File: config.mk
export PLATFORM = sky130hd
export DESIGN_NAME = if_id_queue
export DESIGN_NICKNAME = d
export VERILOG_FILES = /design/src/rtl/if_id_queue_pkg.sv /design/src/rtl/if_id_queue.sv
export SDC_FILE = /design/constraint.sdc
export NUM_CORES = 1
export LEC_CHECK = 0
export BUFFER_PORTS_ARGS = -buffer_cell sky130_fd_sc_hd__clkbuf_2
export CORE_ASPECT_RATIO = 0.7
export CORE_MARGIN = 8
export CORE_UTILIZATION = 35
export CTS_CLUSTER_SIZE = 40
export DETAILED_ROUTE_END_ITERATION = 7
export SLEW_MARGIN = 10
export SYNTH_ARGS = -nofsm -noshare
export SYNTH_HDL_FRONTEND = slang
export SYNTH_SLANG_ARGS = --single-unit
File: constraint.sdc
create_clock -name clk -period 6.5 [get_ports clk]
set_clock_uncertainty 0.2 [all_clocks]
set_input_delay 1.95 -clock clk [delete_from_list [all_inputs] [get_ports clk]]
set_output_delay 1.95 -clock clk [all_outputs]
set_load 0.05 [all_outputs]
File: src/rtl/if_id_queue_pkg.sv
// Shared constants and types for the IF->ID instruction queue.
`default_nettype none

package if_id_queue_pkg;

  // Site-wide default queue depth; must be a power of two, >= 2.
  localparam int IF_ID_QUEUE_DEPTH = 2;

  typedef enum logic [1:0] {
    OP_IDLE = 2'b00,
    OP_POP  = 2'b01,
    OP_PUSH = 2'b10,
    OP_BOTH = 2'b11
  } queue_op_e;

  function automatic queue_op_e queue_op(input logic push, input logic pop);
    return queue_op_e'({push, pop});
  endfunction

endpackage

`default_nettype wire

File: src/rtl/if_id_queue.sv
// IF->ID instruction queue: DEPTH entries of {err, inst, pc} with valid/ready on both sides.
// Registered-only ready/valid keep fetch and decode timing paths fully decoupled.
`default_nettype none

module if_id_queue
  import if_id_queue_pkg::*;
#(
  parameter int ADDR_W = 32,
  parameter int INST_W = 32,
  parameter int DEPTH  = IF_ID_QUEUE_DEPTH
) (
  input  logic                       clk,
  input  logic                       rst,
  input  logic                       if_valid_i,
  output logic                       if_ready_o,
  input  logic [ADDR_W-1:0]          if_pc_i,
  input  logic [INST_W-1:0]          if_inst_i,
  input  logic                       if_err_i,
  input  logic                       flush_i,
  output logic                       id_valid_o,
  input  logic                       id_ready_i,
  output logic [ADDR_W-1:0]          id_pc_o,
  output logic [INST_W-1:0]          id_inst_o,
  output logic                       id_err_o,
  output logic [$clog2(DEPTH+1)-1:0] count_o
);

  localparam int PTR_W   = $clog2(DEPTH);
  localparam int CNT_W   = $clog2(DEPTH + 1);
  localparam int ENTRY_W = ADDR_W + INST_W + 1;

  logic [ENTRY_W-1:0] mem [DEPTH];
  logic [PTR_W-1:0]   wr_ptr;
  logic [PTR_W-1:0]   rd_ptr;
  logic [CNT_W-1:0]   count;
  logic               push;
  logic               pop;
  logic [ENTRY_W-1:0] head;
  queue_op_e          op;

  // Ready depends on registered occupancy only, so a full queue refuses a push even on a pop.
  assign if_ready_o = (count != CNT_W'(DEPTH));
  assign id_valid_o = (count != '0);

  assign push = if_valid_i & if_ready_o & ~flush_i;
  assign pop  = id_valid_o & id_ready_i & ~flush_i;
  assign op   = queue_op(push, pop);

  always_ff @(posedge clk or posedge rst) begin
    if (rst) begin
      wr_ptr <= '0;
      rd_ptr <= '0;
      count  <= '0;
    end else if (flush_i) begin
      wr_ptr <= '0;
      rd_ptr <= '0;
      count  <= '0;
    end else begin
      if (push) wr_ptr <= wr_ptr + PTR_W'(1);
      if (pop)  rd_ptr <= rd_ptr + PTR_W'(1);
      case (op)
        OP_PUSH: count <= count + CNT_W'(1);
        OP_POP:  count <= count - CNT_W'(1);
        default: count <= count;
      endcase
    end
  end

  // Storage is intentionally left unreset; occupancy alone qualifies it.
  always_ff @(posedge clk) begin
    if (push) mem[wr_ptr] <= {if_err_i, if_inst_i, if_pc_i};
  end

  assign head      = mem[rd_ptr];
  assign id_pc_o   = id_valid_o ? head[ADDR_W-1:0] : '0;
  assign id_inst_o = id_valid_o ? head[ADDR_W +: INST_W] : '0;
  assign id_err_o  = id_valid_o & head[ENTRY_W-1];
  assign count_o   = count;

endmodule

`default_nettype wire

==> results.json <==
{
  "postSynthCellCount": 303,
  "switchingPower_mw": 0.574,
  "timing.rr.end": "mem[0][14]",
  "drtIter0Drc": 148,
  "antenna_cells": 0,
  "hold-path-cell-count": 2,
  "slew_headroom_pct": 23.1,
  "synth_nets": 373,
  "fin_hold_ws_ns": 0.458,
  "start_util_pct": 35.4,
  "critPathBufInv": 2,
  "viasPerCell": 4.55,
  "cp-start-kind": "register",
  "crit_family": "flip-flops",
  "hold_path.class": "reg -> reg",
  "clk_latency_ns": 0.40,
  "core_mm2": 0.0145,
  "io_buffers": 138,
  "seq_power_share_pct": 43.5,
  "grt_max_degree": 66,
  "ctsHtreeMaxLevel": 4,
  "yosysSeqAreaShare_pct": 77.7,
  "cts.reportedPaths.clkPinSlew_ns": 0.06,
  "hold-path-endpoint": "wr_ptr",
  "clock_path_buffers": 2,
  "maxCapViolCount": 0,
  "syn_to_final_growth_pct": 29.7,
  "cts_resized": 0,
  "clock-sinks": 134,
  "routabilityCongestion": 0.767,
  "p_leak_nw": 2.52,
  "rr_worst_depth": 5,
  "avgRoutedWirePerCell_um": 16.5,
  "cp_max_fo": 43,
  "switching_share_pct": 24.8,
  "grt_pass1_wl_um": 17500,
  "rows": 37,
  "max_freq_mhz": 216,
  "p_int_mw": 1.74,
  "fp.dieH_um": 117,
  "setup_viol": 0,
  "antenna_found_initial": 0,
  "layout-drive-gt1-share_pct": 38.7,
  "ys_ff_latch": 134,
  "power_frac_comb_pct": 12.4,
  "worst_pin_slew_ns": 1.15,
  "yosys_warnings": 0,
  "grt_pass1_vias": 3405,
  "min_period_over_period_pct": 71.3,
  "path_class": "reg -> out",
  "irDropWorstVdd_v": 0.000166,
  "die-area_mm2": 0.0189,
  "worst-r2r-setup-slack_ns": 3.65,
  "fin_util_pct": 45.9,
  "avgSynthCellArea_um2": 17.0,
  "die_w_um": 161,
  "overflow": 0,
  "cts_hold_buffers": 0,
  "numCtsBuffers": 17,
  "finalSetupTns_ns": 0,
  "nets": 520,
  "ant_nets": 0,
  "clkPwrFrac_pct": 44.1,
  "vias": 2990,
  "cellPowerDensity_mw_per_mm2": 346,
  "min_period_ns": 4.63,
  "cts_tree": "yes",
  "grt_usage_pct": 11.7,
  "io_pins": 139,
  "slowest_delay_ns": 0.94,
  "cts-root-buf": "clkbuf_16",
  "worstPathRequired_ns": 4.35,
  "synth_cell_types": 23,
  "path_cells": "buf_4, mux2i_1, nor2_1, clkbuf_2",
  "worstPathArrival_ns": 2.48,
  "fillers": 1320,
  "hold_viol": 0,
  "post_cts_buffers": 0,
  "end_kind": "output port",
  "hp-start": "wr_ptr",
  "cpMaxStageDelayCell": "dfrtp_4",
  "r2r_start": "count_o[1]",
  "dp_hpwl_um": 7090,
  "synth_area_mm2": 0.00515,
  "rsz0062_at_grt": "false",
  "drv_slew": 0,
  "route.detailed.drc": 0,
  "status": "completed",
  "drt_first_pass_iters": 4,
  "totalWireLength_um": 10800
}
==> sequential cells by signal (all words and copies together), names as in the netlist <==
name / flops
wr_ptr: 1
mem: 130
rd_ptr: 1
count_o: 2
==> worst register-to-register path: cells and delay by family (launching register included) <==
family / cells / cell delay, ns
AND/OR/NAND/NOR: 3 / 1.24
buffers and inverters: 2 / 0.59
flip-flops: 1 / 0.47
==> synth_stat cells, drive strengths merged <==
library cell | instances | share of area (%)
o21ai | 2 | 0.19
a21oi | 4 | 0.46
nor2 | 67 | 4.9
or2 | 1 | 0.12
xor2 | 1 | 0.17
nor2b | 1 | 0.12
mux2i | 66 | 13
or3 | 1 | 0.12
nor3 | 1 | 0.097
edfxtp | 130 | 76
clkbuf | 2 | 0.15
buf | 13 | 2.0
o211ai | 1 | 0.15
nor3b | 2 | 0.29
nand3b | 1 | 0.15
a21o | 1 | 0.15
inv | 4 | 0.29
nand2 | 1 | 0.073
dfrtp | 4 | 1.9
==> worst max path at each step <==
stage	startpoint	end	slack [ns]	cells after the start
2_1_floorplan	if_valid_i	mem[1][0]	1.25	2
3_3_place_gp	if_valid_i	mem[0][4]	2.26	4
3_5_place_dp	if_valid_i	mem[0][4]	2.22	4
4_1_cts	rd_ptr	id_pc_o[11]	1.80	4
5_1_grt	rd_ptr	id_pc_o[13]	1.71	4
6_report	rd_ptr	id_pc_o[10]	1.87	4
==> through the flow <==
step           instances  instance area, um2  worst slack (ns)  power (mW)
6_report             657                6680              1.87        2.31
3_3_place_gp         626                6040              2.26        1.31
5_1_grt              657                6680              1.71        2.39
3_5_place_dp         626                6040              2.22        1.32
4_1_cts              657                6680              1.80        2.34
2_1_floorplan        303                5160              1.25        1.23
==> power by group through the flow <==
stage / clock, mW / combinational, mW / sequential, mW
finish: 1.02 / 0.286 / 1.01
global placement: 0 / 0.288 / 1.02
CTS: 1.04 / 0.292 / 1.01
floorplan: 0 / 0.219 / 1.01
global route: 1.08 / 0.306 / 1.01
detailed placement: 0 / 0.291 / 1.02
==> cells by family (layout without fill, tap and decap cells) <==
| logic type | count (synthesis) | after routing | synth area share [%] |
|---|---|---|---|
| flip-flops | 134 | 134 | 77.7 |
| buffers and inverters | 19 | 178 | 2.45 |
| AO/OA/AOI/OAI | 8 | 8 | 0.948 |
| XOR/XNOR | 1 | 1 | 0.170 |
| multiplexers | 66 | 66 | 12.8 |
| AND/OR/NAND/NOR | 75 | 75 | 5.86 |
==> cell type report <==
type / count / area (um2) / share of cell area [%]
clock buffer: 18 / 429 / 6.43
timing repair buffer: 143 / 728 / 10.9
clock inverter: 13 / 205 / 3.07
inverter: 4 / 15.0 / 0.225
sequential: 134 / 4010 / 60.0
multi-input combinational: 150 / 1050 / 15.7
tap: 195 / 244 / 3.65
==> layer usage <==
metal	vias to the layer above	GRT usage, %	wire, um
met2	99	19.1	5240
met4	0	3.98	104
met1	1470	13.0	4610
li1	1410	-	-
met3	11	5.66	866
met5	-	0	0
==> placed cells by master, fill, tap and decap left out, types with 2 or more instances in the layout <==
cell type	instances
clkbuf_16	17
clkinv_2	2
dfrtp_1	3
buf_4	5
clkbuf_2	138
edfxtp_1	130
mux2i_1	66
nor2_1	66
clkinv_4	2
bufinv_16	5
a21oi_1	3
clkinvlp_4	2
o21ai_0	2
inv_1	3
(Power assumes the default switching activity.)
